### config.mk
export PLATFORM = sky130hd
export DESIGN_NAME = ex_mem_pipe_reg_flat
export DESIGN_NICKNAME = d
export VERILOG_FILES = /design/src/rtl/pipe_pkg.sv /design/src/rtl/ex_mem_pipe_reg_if.sv /design/src/rtl/mem_align_dec.sv /design/src/rtl/ex_mem_pipe_reg.sv /design/src/flat_wrapper.sv
export SDC_FILE = /design/constraint.sdc
export NUM_CORES = 1
export LEC_CHECK = 0
export BUFFER_PORTS_ARGS = -buffer_cell sky130_fd_sc_hd__buf_4
export CORE_UTILIZATION = 35
export CTS_BUF_LIST = sky130_fd_sc_hd__clkbuf_4
export CTS_CLUSTER_DIAMETER = 50
export DETAILED_ROUTE_END_ITERATION = 8
export GPL_ROUTABILITY_DRIVEN = 0
export HOLD_SLACK_MARGIN = 0.12
export SLEW_MARGIN = 5
export SYNTH_ARGS = -nofsm -noshare
export SYNTH_HDL_FRONTEND = slang
export SYNTH_HIERARCHICAL = 1
export SYNTH_SLANG_ARGS = --single-unit
### constraint.sdc
create_clock -name clk -period 1.5 [get_ports clk]
set_input_delay 0.225 -clock clk [delete_from_list [all_inputs] [get_ports clk]]
set_output_delay 0.225 -clock clk [all_outputs]
set_load 0.02 [all_outputs]
### src/rtl/pipe_pkg.sv
// Purpose: shared access-size codes, control bundle type and byte-enable helper for the memory pipeline.
// Latency: n/a (types, constants and a pure function only).
// Backpressure: n/a.
// Contents: SZ_* size codes (code k = 2^k bytes), ctrl_t packed control bundle,
//           byte_en_mask(size, offset, nb) returning a lane mask up to MAX_NB lanes.
package pipe_pkg;

    localparam logic [1:0] SZ_BYTE  = 2'd0;
    localparam logic [1:0] SZ_HALF  = 2'd1;
    localparam logic [1:0] SZ_WORD  = 2'd2;
    localparam logic [1:0] SZ_DWORD = 2'd3;

    // Widest lane count the helper can describe (1024-bit datapath).
    localparam int unsigned MAX_NB = 128;

    typedef struct packed {
        logic mem_read;
        logic mem_write;
        logic mem_to_reg;
        logic reg_write;
    } ctrl_t;

    // Lanes [off, off+2^size) set, clipped to nb lanes. Built per-lane rather than
    // with a shift so an oversized code can never overflow the shift amount.
    function automatic logic [MAX_NB-1:0] byte_en_mask(input int unsigned size_code,
                                                        input int unsigned off,
                                                        input int unsigned nb);
        logic [MAX_NB-1:0] m;
        int unsigned       sz;
        sz = 32'd1 << size_code;
        m  = '0;
        for (int unsigned i = 0; i < MAX_NB; i++) begin
            m[i] = (i >= off) && (i < off + sz) && (i < nb);
        end
        return m;
    endfunction

endpackage

### src/rtl/ex_mem_pipe_reg_if.sv
// Purpose: EX->MEM pipeline register bundle (E-side inputs, stall/flush, M-side outputs).
// Latency: n/a (signal container).
// Backpressure: stall_i holds the M stage; flush_i inserts a bubble.
// Modports: master drives E-side/stall/flush and observes M-side; slave is the pipeline register.
interface ex_mem_pipe_reg_if #(
    parameter int DATA_W     = 32,
    parameter int REG_ADDR_W = 5,
    parameter int SIZE_W     = 2,
    parameter int CNT_W      = 8
);
    localparam int NB = DATA_W / 8;

    logic                  stall_i;
    logic                  flush_i;
    logic                  valid_E;
    logic                  mem_read_E;
    logic                  mem_write_E;
    logic                  mem_to_reg_E;
    logic                  reg_write_E;
    logic [DATA_W-1:0]     alu_result_E;
    logic [DATA_W-1:0]     write_data_E;
    logic [REG_ADDR_W-1:0] write_reg_E;
    logic [SIZE_W-1:0]     data_size_E;

    logic                  valid_M;
    logic                  mem_read_M;
    logic                  mem_write_M;
    logic                  mem_to_reg_M;
    logic                  reg_write_M;
    logic [DATA_W-1:0]     alu_result_M;
    logic [DATA_W-1:0]     write_data_M;
    logic [NB-1:0]         byte_en_M;
    logic [REG_ADDR_W-1:0] write_reg_M;
    logic [SIZE_W-1:0]     data_size_M;
    logic                  misalign_M;
    logic [CNT_W-1:0]      stall_cnt_M;

    modport master (
        output stall_i, flush_i, valid_E, mem_read_E, mem_write_E, mem_to_reg_E, reg_write_E,
               alu_result_E, write_data_E, write_reg_E, data_size_E,
        input  valid_M, mem_read_M, mem_write_M, mem_to_reg_M, reg_write_M, alu_result_M,
               write_data_M, byte_en_M, write_reg_M, data_size_M, misalign_M, stall_cnt_M
    );

    modport slave (
        input  stall_i, flush_i, valid_E, mem_read_E, mem_write_E, mem_to_reg_E, reg_write_E,
               alu_result_E, write_data_E, write_reg_E, data_size_E,
        output valid_M, mem_read_M, mem_write_M, mem_to_reg_M, reg_write_M, alu_result_M,
               write_data_M, byte_en_M, write_reg_M, data_size_M, misalign_M, stall_cnt_M
    );

endinterface

### src/rtl/mem_align_dec.sv
// Purpose: byte-lane decode for a memory access: lane enables, store-data lane shift, misalign flag.
// Latency: combinational.
// Backpressure: none.
// Ports: off_i (byte offset in the word), data_size_i (2^k bytes), mem_en_i (valid memory op),
//        mem_write_i (store), write_data_i (right-justified) -> byte_en_o, wdata_o, misal_o.
module mem_align_dec
    import pipe_pkg::*;
#(
    parameter  int DATA_W = 32,
    parameter  int SIZE_W = 2,
    localparam int NB     = DATA_W / 8,
    localparam int OFF_W  = $clog2(NB)
) (
    input  logic [OFF_W-1:0]  off_i,
    input  logic [SIZE_W-1:0] data_size_i,
    input  logic              mem_en_i,
    input  logic              mem_write_i,
    input  logic [DATA_W-1:0] write_data_i,
    output logic [NB-1:0]     byte_en_o,
    output logic [DATA_W-1:0] wdata_o,
    output logic              misal_o
);

    logic             illegal;
    logic [OFF_W-1:0] low_mask;
    logic             misal;

    always_comb begin
        // An access wider than the datapath can never be placed.
        illegal = 32'(data_size_i) > 32'(OFF_W);

        // Offset bits below the access size must be zero for natural alignment.
        low_mask = '0;
        for (int i = 0; i < OFF_W; i++) begin
            low_mask[i] = i < int'(data_size_i);
        end

        misal     = mem_en_i & (illegal | (|(off_i & low_mask)));
        byte_en_o = (mem_en_i && !misal)
                  ? NB'(byte_en_mask(32'(data_size_i), 32'(off_i), 32'(NB)))
                  : '0;
        // The shift keys on the raw store flag so a right-justified store is
        // already lane-aligned even if the write is later squashed downstream.
        wdata_o   = (mem_write_i && !misal) ? (write_data_i << {off_i, 3'b000}) : write_data_i;
        misal_o   = misal;
    end

endmodule

### src/rtl/ex_mem_pipe_reg.sv
// Purpose: EX->MEM pipeline register with valid bit, lane alignment, misalign squash and stall profiling.
// Latency: 1 cycle E->M on a normal load.
// Backpressure: stall_i holds every register (counter excepted); flush_i loads a bubble and wins over stall_i.
// Ports: clk, rst_n (async active-low), bus (ex_mem_pipe_reg_if.slave: E-side in, M-side out).
module ex_mem_pipe_reg
    import pipe_pkg::*;
#(
    parameter int DATA_W     = 32,
    parameter int REG_ADDR_W = 5,
    parameter int SIZE_W     = 2,
    parameter int CNT_W      = 8
) (
    input  logic               clk,
    input  logic               rst_n,
    ex_mem_pipe_reg_if.slave   bus
);

    localparam int NB    = DATA_W / 8;
    localparam int OFF_W = $clog2(NB);

    logic                  mem_e;
    logic [NB-1:0]         dec_byte_en;
    logic [DATA_W-1:0]     dec_wdata;
    logic                  dec_misal;

    logic                  valid_q,      valid_d;
    ctrl_t                 ctrl_q,       ctrl_d;
    logic [DATA_W-1:0]     alu_result_q, alu_result_d;
    logic [DATA_W-1:0]     write_data_q, write_data_d;
    logic [NB-1:0]         byte_en_q,    byte_en_d;
    logic [REG_ADDR_W-1:0] write_reg_q,  write_reg_d;
    logic [SIZE_W-1:0]     data_size_q,  data_size_d;
    logic                  misalign_q,   misalign_d;
    logic [CNT_W-1:0]      stall_cnt_q,  stall_cnt_d;

    assign mem_e = bus.valid_E & (bus.mem_read_E | bus.mem_write_E);

    mem_align_dec #(
        .DATA_W (DATA_W),
        .SIZE_W (SIZE_W)
    ) u_align (
        .off_i        (bus.alu_result_E[OFF_W-1:0]),
        .data_size_i  (bus.data_size_E),
        .mem_en_i     (mem_e),
        .mem_write_i  (bus.mem_write_E),
        .write_data_i (bus.write_data_E),
        .byte_en_o    (dec_byte_en),
        .wdata_o      (dec_wdata),
        .misal_o      (dec_misal)
    );

    always_comb begin
        valid_d      = valid_q;
        ctrl_d       = ctrl_q;
        alu_result_d = alu_result_q;
        write_data_d = write_data_q;
        byte_en_d    = byte_en_q;
        write_reg_d  = write_reg_q;
        data_size_d  = data_size_q;
        misalign_d   = misalign_q;
        stall_cnt_d  = '0;

        if (bus.flush_i) begin
            valid_d      = 1'b0;
            ctrl_d       = '0;
            alu_result_d = '0;
            write_data_d = '0;
            byte_en_d    = '0;
            write_reg_d  = '0;
            data_size_d  = '0;
            misalign_d   = 1'b0;
        end else if (bus.stall_i) begin
            // Only stalls that hold a live instruction count as hazard cycles.
            if (valid_q) begin
                stall_cnt_d = (stall_cnt_q == '1) ? stall_cnt_q : stall_cnt_q + CNT_W'(1);
            end
        end else begin
            valid_d           = bus.valid_E;
            ctrl_d.mem_read   = bus.valid_E & bus.mem_read_E   & ~dec_misal;
            ctrl_d.mem_write  = bus.valid_E & bus.mem_write_E  & ~dec_misal;
            ctrl_d.mem_to_reg = bus.valid_E & bus.mem_to_reg_E & ~dec_misal;
            ctrl_d.reg_write  = bus.valid_E & bus.reg_write_E  & ~dec_misal;
            alu_result_d      = bus.alu_result_E;
            write_data_d      = dec_wdata;
            byte_en_d         = dec_byte_en;
            write_reg_d       = bus.write_reg_E;
            data_size_d       = bus.data_size_E;
            misalign_d        = dec_misal;
        end
    end

    always_ff @(posedge clk or negedge rst_n) begin
        if (!rst_n) begin
            valid_q      <= 1'b0;
            ctrl_q       <= '0;
            alu_result_q <= '0;
            write_data_q <= '0;
            byte_en_q    <= '0;
            write_reg_q  <= '0;
            data_size_q  <= '0;
            misalign_q   <= 1'b0;
            stall_cnt_q  <= '0;
        end else begin
            valid_q      <= valid_d;
            ctrl_q       <= ctrl_d;
            alu_result_q <= alu_result_d;
            write_data_q <= write_data_d;
            byte_en_q    <= byte_en_d;
            write_reg_q  <= write_reg_d;
            data_size_q  <= data_size_d;
            misalign_q   <= misalign_d;
            stall_cnt_q  <= stall_cnt_d;
        end
    end

    assign bus.valid_M      = valid_q;
    assign bus.mem_read_M   = ctrl_q.mem_read;
    assign bus.mem_write_M  = ctrl_q.mem_write;
    assign bus.mem_to_reg_M = ctrl_q.mem_to_reg;
    assign bus.reg_write_M  = ctrl_q.reg_write;
    assign bus.alu_result_M = alu_result_q;
    assign bus.write_data_M = write_data_q;
    assign bus.byte_en_M    = byte_en_q;
    assign bus.write_reg_M  = write_reg_q;
    assign bus.data_size_M  = data_size_q;
    assign bus.misalign_M   = misalign_q;
    assign bus.stall_cnt_M  = stall_cnt_q;

endmodule

### src/flat_wrapper.sv
// flat-port wrapper written by rule: the top's interface ports become plain ports
module ex_mem_pipe_reg_flat import pipe_pkg::*;
#(
    parameter int DATA_W     = 32,
    parameter int REG_ADDR_W = 5,
    parameter int SIZE_W     = 2,
    parameter int CNT_W      = 8
)
  (clk, rst_n, bus_stall_i, bus_flush_i, bus_valid_E, bus_mem_read_E, bus_mem_write_E, bus_mem_to_reg_E, bus_reg_write_E, bus_alu_result_E, bus_write_data_E, bus_write_reg_E, bus_data_size_E, bus_valid_M, bus_mem_read_M, bus_mem_write_M, bus_mem_to_reg_M, bus_reg_write_M, bus_alu_result_M, bus_write_data_M, bus_byte_en_M, bus_write_reg_M, bus_data_size_M, bus_misalign_M, bus_stall_cnt_M);
  ex_mem_pipe_reg_if #(.DATA_W(DATA_W), .REG_ADDR_W(REG_ADDR_W), .SIZE_W(SIZE_W), .CNT_W(CNT_W)) bus_i ();
  input  logic clk;
  input  logic rst_n;
  input wire logic [$bits(bus_i.stall_i)-1:0] bus_stall_i;
  input wire logic [$bits(bus_i.flush_i)-1:0] bus_flush_i;
  input wire logic [$bits(bus_i.valid_E)-1:0] bus_valid_E;
  input wire logic [$bits(bus_i.mem_read_E)-1:0] bus_mem_read_E;
  input wire logic [$bits(bus_i.mem_write_E)-1:0] bus_mem_write_E;
  input wire logic [$bits(bus_i.mem_to_reg_E)-1:0] bus_mem_to_reg_E;
  input wire logic [$bits(bus_i.reg_write_E)-1:0] bus_reg_write_E;
  input wire logic [$bits(bus_i.alu_result_E)-1:0] bus_alu_result_E;
  input wire logic [$bits(bus_i.write_data_E)-1:0] bus_write_data_E;
  input wire logic [$bits(bus_i.write_reg_E)-1:0] bus_write_reg_E;
  input wire logic [$bits(bus_i.data_size_E)-1:0] bus_data_size_E;
  output wire logic [$bits(bus_i.valid_M)-1:0] bus_valid_M;
  output wire logic [$bits(bus_i.mem_read_M)-1:0] bus_mem_read_M;
  output wire logic [$bits(bus_i.mem_write_M)-1:0] bus_mem_write_M;
  output wire logic [$bits(bus_i.mem_to_reg_M)-1:0] bus_mem_to_reg_M;
  output wire logic [$bits(bus_i.reg_write_M)-1:0] bus_reg_write_M;
  output wire logic [$bits(bus_i.alu_result_M)-1:0] bus_alu_result_M;
  output wire logic [$bits(bus_i.write_data_M)-1:0] bus_write_data_M;
  output wire logic [$bits(bus_i.byte_en_M)-1:0] bus_byte_en_M;
  output wire logic [$bits(bus_i.write_reg_M)-1:0] bus_write_reg_M;
  output wire logic [$bits(bus_i.data_size_M)-1:0] bus_data_size_M;
  output wire logic [$bits(bus_i.misalign_M)-1:0] bus_misalign_M;
  output wire logic [$bits(bus_i.stall_cnt_M)-1:0] bus_stall_cnt_M;
  assign bus_i.stall_i = bus_stall_i;
  assign bus_i.flush_i = bus_flush_i;
  assign bus_i.valid_E = bus_valid_E;
  assign bus_i.mem_read_E = bus_mem_read_E;
  assign bus_i.mem_write_E = bus_mem_write_E;
  assign bus_i.mem_to_reg_E = bus_mem_to_reg_E;
  assign bus_i.reg_write_E = bus_reg_write_E;
  assign bus_i.alu_result_E = bus_alu_result_E;
  assign bus_i.write_data_E = bus_write_data_E;
  assign bus_i.write_reg_E = bus_write_reg_E;
  assign bus_i.data_size_E = bus_data_size_E;
  assign bus_valid_M = bus_i.valid_M;
  assign bus_mem_read_M = bus_i.mem_read_M;
  assign bus_mem_write_M = bus_i.mem_write_M;
  assign bus_mem_to_reg_M = bus_i.mem_to_reg_M;
  assign bus_reg_write_M = bus_i.reg_write_M;
  assign bus_alu_result_M = bus_i.alu_result_M;
  assign bus_write_data_M = bus_i.write_data_M;
  assign bus_byte_en_M = bus_i.byte_en_M;
  assign bus_write_reg_M = bus_i.write_reg_M;
  assign bus_data_size_M = bus_i.data_size_M;
  assign bus_misalign_M = bus_i.misalign_M;
  assign bus_stall_cnt_M = bus_i.stall_cnt_M;
  ex_mem_pipe_reg #(.DATA_W(DATA_W), .REG_ADDR_W(REG_ADDR_W), .SIZE_W(SIZE_W), .CNT_W(CNT_W)) u_core (.clk(clk), .rst_n(rst_n), .bus(bus_i));
endmodule
==> results of run 1 <==
## sequential cells by signal, summed over array words and instances, names as in the netlist, 2 cells and up
register	cells
u_core/bus.stall_cnt_M	8
u_core/bus.write_reg_M	5
u_core/bus.write_data_M	32
u_core/bus.data_size_M	2
u_core/bus.alu_result_M	32
u_core/bus.byte_en_M	4
## worst max-delay path, stage by stage, from the launching register on
cell and delay [ns]:
dfrtp_1 0.43, ha_1 0.20, and3_1 0.23, a2111o_1 0.43, o21ai_2 0.06
## repair_timing
item	4_1_cts	5_1_grt
hold buffers	54	0
gates resized for setup	0	2
endpoints found under the setup margin	0	6
setup buffers	0	2
endpoints found under the hold margin	129	0
## cell usage after synthesis (all sizes together), types with 4 or more instances
| master | instances |
|---|---|
| o221a | 8 |
| nand3b | 13 |
| dfrtp | 89 |
| or3b | 8 |
| nand4 | 9 |
| mux2i | 78 |
| nand3 | 6 |
| nand2 | 28 |
| o21ai | 12 |
| nor3b | 8 |
| ha | 4 |
| o211ai | 10 |
| o31ai | 8 |
| clkbuf | 14 |
| a221o | 8 |
| nor3 | 14 |
| inv | 6 |
| nand2b | 10 |
| a21oi | 8 |
| and2 | 9 |
| buf | 26 |
| nor2 | 81 |
| a31oi | 8 |
## routing by layer
metal	routed length (microns)	vias up
li1	-	2222
met1	6490	2212
met2	7140	143
met3	1010	4
met4	53	0
met5	0	-
## per-stage QoR
| step | hold WS, ns | total power [uW] |
|---|---|---|
| finish | 0.173 | 5630 |
| global route | 0.136 | 5940 |
| global placement | 0.183 | 4020 |
| CTS | 0.123 | 5710 |
| floorplan | -0.0706 | 3380 |
| detailed placement | 0.184 | 4050 |
## cell type report
cell class | count | area, sq um | share of cell area, %
Multi-Input combinational cell | 354 | 2490 | 33.9
Timing Repair Buffer | 268 | 2240 | 30.4
Sequential cell | 89 | 2230 | 30.3
Tap cell | 176 | 220 | 2.99
Clock inverter | 7 | 92.6 | 1.26
Clock buffer | 9 | 67.6 | 0.918
Inverter | 6 | 22.5 | 0.306
## kinds of logic after synthesis
family	after synthesis	share of synthesized area, %
muxes	78	15.9
DFF	89	45.3
and+or+nand+nor	193	19.7
adders and majority gates	5	1.42
AOI/OAI and AO/OA	78	12.8
buffers and inverters	46	4.91
## where the power goes
group / internal [uW] / switching [uW] / total, uW
combinational: 754 / 757 / 1510
sequential: 2520 / 75.5 / 2600
clock: 676 / 844 / 1520
total: 3960 / 1680 / 5630
## worst min-delay path by stage
stage / start / to / slack, ns / depth (start not counted)
3_3_place_gp: rst_n / u_core/bus.alu_result_M[5] / 0.18 / 1
2_1_floorplan: rst_n / u_core/bus.alu_result_M[0] / -0.07 / 0
3_5_place_dp: rst_n / u_core/bus.alu_result_M[3] / 0.18 / 1
4_1_cts: bus_write_data_E[1] / u_core/bus.write_data_M[1] / 0.12 / 4
6_report: bus_mem_write_E / u_core/bus.mem_write_M / 0.17 / 4
5_1_grt: bus_write_data_E[28] / u_core/bus.write_data_M[28] / 0.14 / 4
==> flow_summary.json, run 1 <==
{
  "synthTopCellsByArea": "dfrtp_1 (45%), mux2i_1 (16%), nor2_1 (6.2%)",
  "fin_crit_ns": 1.41,
  "placed_area_sq_um": 6640,
  "port_buffers": 168,
  "syn_nets": 574,
  "ys_ff_latch": 89,
  "antenna_left": 0,
  "drive_above_1_share_pct": 35.5,
  "tns_ns": 0,
  "n_antenna_cell": 0,
  "area_growth_pct": 49.7,
  "slew_headroom_pct": 61.0,
  "fin_cells": 909,
  "hp-class": "in -> reg",
  "dr.pass1.iters": 4,
  "use_met3_pct": 6.37,
  "fin_crit_sh_pct": 94.0,
  "num_vias": 4581,
  "end_kind": "register",
  "p_per_area_nw_per_um2": 765,
  "syn-cell-area_sq_um": 4920,
  "clkLatencyLatePin_ns": 0.46,
  "power.leakage_uw": 0.00367,
  "ys.flop_type": "dfrtp_1",
  "first_global_vias": 4647,
  "start_util_pct": 36.6,
  "n_fill_cell": 1233,
  "fin_ws_ns": 0.0903,
  "worst_pin_slew_ns": 0.582,
  "hpwl_mm": 10.5,
  "grt-ovfl-total": 0,
  "critPathKind": "reg -> reg",
  "final_cell_area_sq_um": 7360,
  "reg2reg_to": "u_core/bus.stall_cnt_M[3]",
  "coreArea_sq_um": 13500,
  "synth_top_area_share_pct": 45.3,
  "track_usage_pct": 20.7,
  "vias_per_cell": 5.04,
  "htree_levels": 3,
  "cp-startpoint": "u_core/bus.stall_cnt_M[1]",
  "boundaryPins": 169,
  "wl_mm": 14.7,
  "cts_root_buf": "clkbuf_4",
  "numCtsBuffers": 9,
  "yosysWarnings": 6,
  "drc": 0,
  "critPathCapture": "u_core/bus.stall_cnt_M[3]",
  "synth_cell_types": 49,
  "die_x_microns": 121,
  "cts_sinks": 89,
  "layout.nets": 813,
  "status": "completed",
  "path_clk_slew_ns": 0.15,
  "busiest_layer": "met2",
  "layout.cells.most_common": "buf_4",
  "wire_per_inst_microns": 16.2,
  "drt-initial-drc-count": 269,
  "rows": 42,
  "synth_cells": 489,
  "seq_area_frac_synth_pct": 45.3,
  "grt_setup_unrepaired": "true",
  "grt_pass1_wl_mm": 23.5,
  "pre_cts_ws_ns": -0.368,
  "peakVddDrop_uv": 696,
  "fin_worst_skew_ns": 0.00206,
  "async_reset_ff_share_pct": 100,
  "slew_violations": 0,
  "clock_path_buffers": 2,
  "final_cell_mix": "buf_4 (206), dfrtp_1 (88), nor2_1 (79)",
  "globalRouteMet2Util_pct": 34.7,
  "finalHoldViolations": 0,
  "setup_violations": 0,
  "ff2ff_setup_slack_ns": 0.09,
  "grt_max_degree": 69,
  "cts_tree": "yes",
  "rr_worst_depth": 4,
  "cp_data_required_time_ns": 1.90,
  "arrival_ns": 1.81,
  "grt_antenna_before_repair": 0,
  "drv_cap": 0,
  "cp_max_fo": 5,
  "synth_edf_count": 0,
  "crit_path_start_kind": "register",
  "dp_cells": 837,
  "max_freq_mhz": 709,
  "die_area_sq_um": 14500,
  "die_h_microns": 121,
  "use_met1_pct": 26.5,
  "yosys.area.top_type": "dfrtp_1",
  "rr_startpoint": "u_core/bus.stall_cnt_M[1]",
  "final_util_pct": 54.7,
  "synth_area_per_cell_sq_um": 10.1
}
No activity file was read; power rests on OpenSTA's default activity.
==> run 2, diff against run 1 <==
- CORE_MARGIN: not set -> 2
==> flow_summary.json, run 2 (synthesized netlist as in run 1, its figures left out) <==
{
  "final_cell_mix": "buf_4 (205), dfrtp_1 (89), mux2i_1 (78), nor2_1 (78), dlygate4sd3_1 (54)",
  "tns_ns": -0.00491,
  "cts_root_buf": "clkbuf_4",
  "pre_cts_ws_ns": -0.399,
  "path_clk_slew_ns": 0.15,
  "worst_pin_slew_ns": 0.584,
  "multi_input_area_sq_um": 2510,
  "p_int_uw": 3590,
  "status": "finished, violations left",
  "n_antenna_cell": 0,
  "critPathKind": "in -> reg",
  "slew_headroom_pct": 60.9,
  "cts_sinks": 89,
  "drv_cap": 0,
  "vias_per_cell": 5.16,
  "p_per_area_nw_per_um2": 725,
  "peakVddDrop_uv": 371,
  "cts_tree": "yes",
  "drc": 0,
  "n_fill_cell": 1268,
  "cp_max_fo": 4,
  "dr.pass1.iters": 4,
  "fin_worst_skew_ns": 0.00600,
  "switchingPower_uw": 1690,
  "grt_pass1_wl_mm": 23.7,
  "finalHoldViolations": 0,
  "power.leakage_uw": 0.00362,
  "end_kind": "register",
  "start_util_pct": 35.6,
  "crit_family": "adder cells",
  "combPwrFrac_pct": 28.7,
  "track_usage_pct": 20.4,
  "port_buffers": 168,
  "fin_crit_ns": 1.50,
  "clkLatencyLatePin_ns": 0.46,
  "layout.nets": 810,
  "clock_path_buffers": 2,
  "total_power_uw": 5290,
  "fin_ws_ns": -0.00491,
  "seq_area_sq_um": 2230,
  "boundaryPins": 169,
  "clockPowerShare_pct": 22.2,
  "coreArea_sq_um": 13800,
  "hpwl_mm": 10.4,
  "layout.cells.most_common": "buf_4",
  "violations": "negative setup slack",
  "slowest_delay_ns": 0.36,
  "crit_buf_inv": 3,
  "drive_above_1_share_pct": 35.2,
  "crit_path_start_kind": "input port",
  "max_freq_mhz": 664,
  "wl_mm": 15.3,
  "num_vias": 4692,
  "die_x_microns": 123,
  "grt_setup_unrepaired": "true",
  "grt_antenna_before_repair": 0,
  "numCtsBuffers": 9,
  "drt-initial-drc-count": 276,
  "cp_slowest_cell": "fa_2",
  "final_cell_area_sq_um": 7290,
  "setup_violations": 1,
  "hp-class": "in -> reg",
  "arrival_ns": 1.87,
  "slew_violations": 0,
  "fin_crit_sh_pct": 100,
  "htree_levels": 3,
  "grt_max_degree": 69,
  "die_h_microns": 123,
  "p_seq_share_pct": 49.2,
  "first_global_vias": 4550,
  "wire_per_inst_microns": 16.8,
  "placed_area_sq_um": 6590,
  "rows": 43,
  "crit_chain": "buf_8 -> nor2_4 -> ha_4 -> inv_2 -> fa_2 -> nor4b_2 -> a22o_1 -> buf_4 -> nor2_2 -> mux2i_1 -> nor2_1",
  "grt-ovfl-total": 0,
  "cp_data_required_time_ns": 1.86,
  "area_growth_pct": 48.2,
  "switching_share_pct": 32.0,
  "die_area_sq_um": 15000,
  "antenna_left": 0
}
-- run 2: area by class of cell --
| class | count | area share [%] |
|---|---|---|
| multi-input combinational | 354 | 34.5 |
| sequential | 89 | 30.6 |
| timing repair buffer | 265 | 30.1 |
| tap | 180 | 3.09 |
| clock buffer | 9 | 0.927 |
| clock inverter | 7 | 0.515 |
| inverter | 6 | 0.309 |
-- run 2: through the flow --
step	hold slack, ns	utilization [%]	std cells
after detailed placement	0.227	47.6	836
final	0.157	52.7	910
after global routing	0.140	52.7	910
after floorplan	-0.0706	-	489
after CTS	0.121	52.3	906
after global placement	0.234	47.6	836
-- run 2: path summary, 6_finish.rpt --
kind	startpoint	endpoint	slack, ns	depth (start not counted)
worst max-delay path	bus_data_size_E[1]	u_core/bus.byte_en_M[3]	-0.005	11
worst min-delay path	bus_stall_i	u_core/bus.alu_result_M[13]	0.16	3
worst max register to register	u_core/bus.stall_cnt_M[1]	u_core/bus.stall_cnt_M[3]	0.07	4
worst min register to register	u_core/bus.write_data_M[31]	u_core/bus.write_data_M[31]	0.54	2
max in group asynchronous	rst_n	u_core/bus.data_size_M[0]	0.96	3
min in group asynchronous	rst_n	u_core/bus.alu_result_M[7]	0.28	3
-- run 2: repair_timing --
item | 4_1_cts | 5_1_grt
setup buffers | 0 | 4
hold buffers | 54 | 0
hold endpoints to repair | 129 | 0
gates resized for setup | 0 | 7
setup endpoints to repair | 0 | 3
-- run 2: power by group through the flow --
stage / sequential (uW) / clock [uW] / combinational [uW]
after floorplan: 2800 / 0 / 585
after global placement: 2640 / 0 / 1370
after detailed placement: 2650 / 0 / 1390
after CTS: 2600 / 1240 / 1510
after global routing: 2620 / 1340 / 1640
final: 2600 / 1170 / 1520
-- run 2: worst min-delay path: stages --
cell,delay (ns)
buf_4,0.19
mux2i_1,0.09
nor2_1,0.08
-- run 2: per-layer routing --
layer	part of all wire, %	global-route usage (%)	vias up
met5	0	0	-
met4	1.8	7.33	0
met3	6.9	4.55	18
met2	48	33.8	154
met1	43	26.3	2297
li1	-	-	2223
==> run 3, diff against run 2 <==
- CORE_UTILIZATION: 35 -> 52
- PLACE_DENSITY: not set -> 0.82
==> flow_summary.json, run 3 (synthesized netlist as in run 1, its figures left out) <==
{
  "drt-initial-drc-count": 319,
  "coreArea_sq_um": 9200,
  "end_kind": "register",
  "crit_path_start_kind": "input port",
  "antenna_left": 0,
  "num_vias": 4764,
  "slew_headroom_pct": 64.2,
  "die_x_microns": 101,
  "grt_setup_unrepaired": "true",
  "first_global_vias": 4744,
  "area_growth_pct": 45.4,
  "fin_crit_sh_pct": 109,
  "grt-ovfl-total": 0,
  "grt_max_degree": 53,
  "hp-class": "in -> reg",
  "max_freq_mhz": 611,
  "wl_mm": 15.3,
  "vias_per_cell": 5.74,
  "port_buffers": 168,
  "drv_cap": 0,
  "drive_above_1_share_pct": 36.5,
  "fin_crit_ns": 1.64,
  "layout.cells.most_common": "buf_4",
  "worst_pin_slew_ns": 0.534,
  "start_util_pct": 53.5,
  "rows": 35,
  "p_per_area_nw_per_um2": 778,
  "clkLatencyLatePin_ns": 0.45,
  "htree_levels": 3,
  "power.leakage_uw": 0.00357,
  "path_clk_slew_ns": 0.15,
  "die_h_microns": 101,
  "grt_pass1_wl_mm": 23.8,
  "worst_hold_slack_ns": 0.135,
  "peakVddDrop_uv": 448,
  "status": "finished, violations left",
  "arrival_ns": 1.95,
  "grt_antenna_before_repair": 1,
  "cts_root_buf": "clkbuf_4",
  "final_util_pct": 77.8,
  "violations": "negative setup slack",
  "layout.nets": 798,
  "n_fill_cell": 587,
  "final_cell_mix": "buf_4 (204), dfrtp_1 (89), nor2_1 (79)",
  "wire_per_inst_microns": 18.4,
  "finalHoldViolations": 0,
  "cp_data_required_time_ns": 1.82,
  "fin_ws_ns": -0.136,
  "cts_sinks": 89,
  "hpwl_mm": 10.0,
  "setup_violations": 3,
  "critPathKind": "in -> reg",
  "boundaryPins": 169,
  "clock_path_buffers": 2,
  "die_area_sq_um": 10300,
  "fin_worst_skew_ns": 0.0177,
  "cp_max_fo": 3,
  "cts_tree": "yes",
  "dr.pass1.iters": 6,
  "drc": 0,
  "numCtsBuffers": 9,
  "slew_violations": 0,
  "track_usage_pct": 29.8
}
-- run 3: final cells by class --
type	instances	area (sq um)	share of cell area, %
Timing Repair Buffer	253	2080	29.1
Antenna cell	1	2.50	0.0350
Multi-Input combinational cell	354	2530	35.3
Inverter	6	22.5	0.315
Clock buffer	10	75.1	1.05
Clock inverter	6	78.8	1.10
Sequential cell	89	2230	31.1
Tap cell	111	139	1.94
-- run 3: routing by layer --
layer	vias to the layer above	global-route usage [%]	share of wire, %
met1	2312	38.0	41
met3	32	6.07	6.6
met4	0	14.6	2.5
met2	215	48.6	50
li1	2205	-	-
met5	-	0	0
-- run 3: worst paths after layout --
| check | start | end | slack (ns) | cells past startpoint |
|---|---|---|---|---|
| setup / recovery | bus_data_size_E[0] | u_core/bus.byte_en_M[3] | -0.14 | 10 |
| hold / removal | bus_stall_i | u_core/bus.valid_M | 0.14 | 3 |
| setup reg to reg | u_core/bus.stall_cnt_M[0] | u_core/bus.stall_cnt_M[3] | 0.09 | 4 |
| hold reg to reg | u_core/bus.alu_result_M[8] | u_core/bus.alu_result_M[8] | 0.54 | 2 |
| max in group asynchronous | rst_n | u_core/bus.alu_result_M[6] | 0.53 | 3 |
| min in group asynchronous | rst_n | u_core/bus.write_data_M[27] | 0.28 | 3 |
-- run 3: through the flow --
stage	area [sq um]	setup slack (ns)	power (uW)	TNS, ns	std cells
2_1_floorplan	5000	-0.214	3380	-3.06	489
3_3_place_gp	6510	-0.307	3980	-7.81	769
3_5_place_dp	6510	-0.448	4020	-9.80	769
4_1_cts	7090	0.0105	5570	0	827
5_1_grt	7150	-0.163	5810	-0.460	830
6_report	7150	-0.136	5560	-0.346	830
-- run 3: repair_timing --
action | in CTS | in global routing
resized for setup | 0 | 11
buffers inserted | 0 | 2
hold buffers | 42 | 0
endpoints found under the setup margin | 0 | 5
endpoints found under the hold margin | 128 | 0
-- run 3: worst max-delay path: stages --
cell	delay (ns)
buf_8	0.10
nor2_4	0.15
ha_4	0.15
inv_2	0.03
fa_2	0.36
nor4b_2	0.27
a22o_1	0.30
nor2_1	0.11
mux2i_1	0.19
nor2_1	0.07
-- run 3: where the power goes --
group | total [uW] | internal, uW | switching [uW]
combinational | 1510 | 728 | 783
clock | 1450 | 549 | 896
sequential | 2600 | 2530 | 79.1
total | 5560 | 3800 | 1760
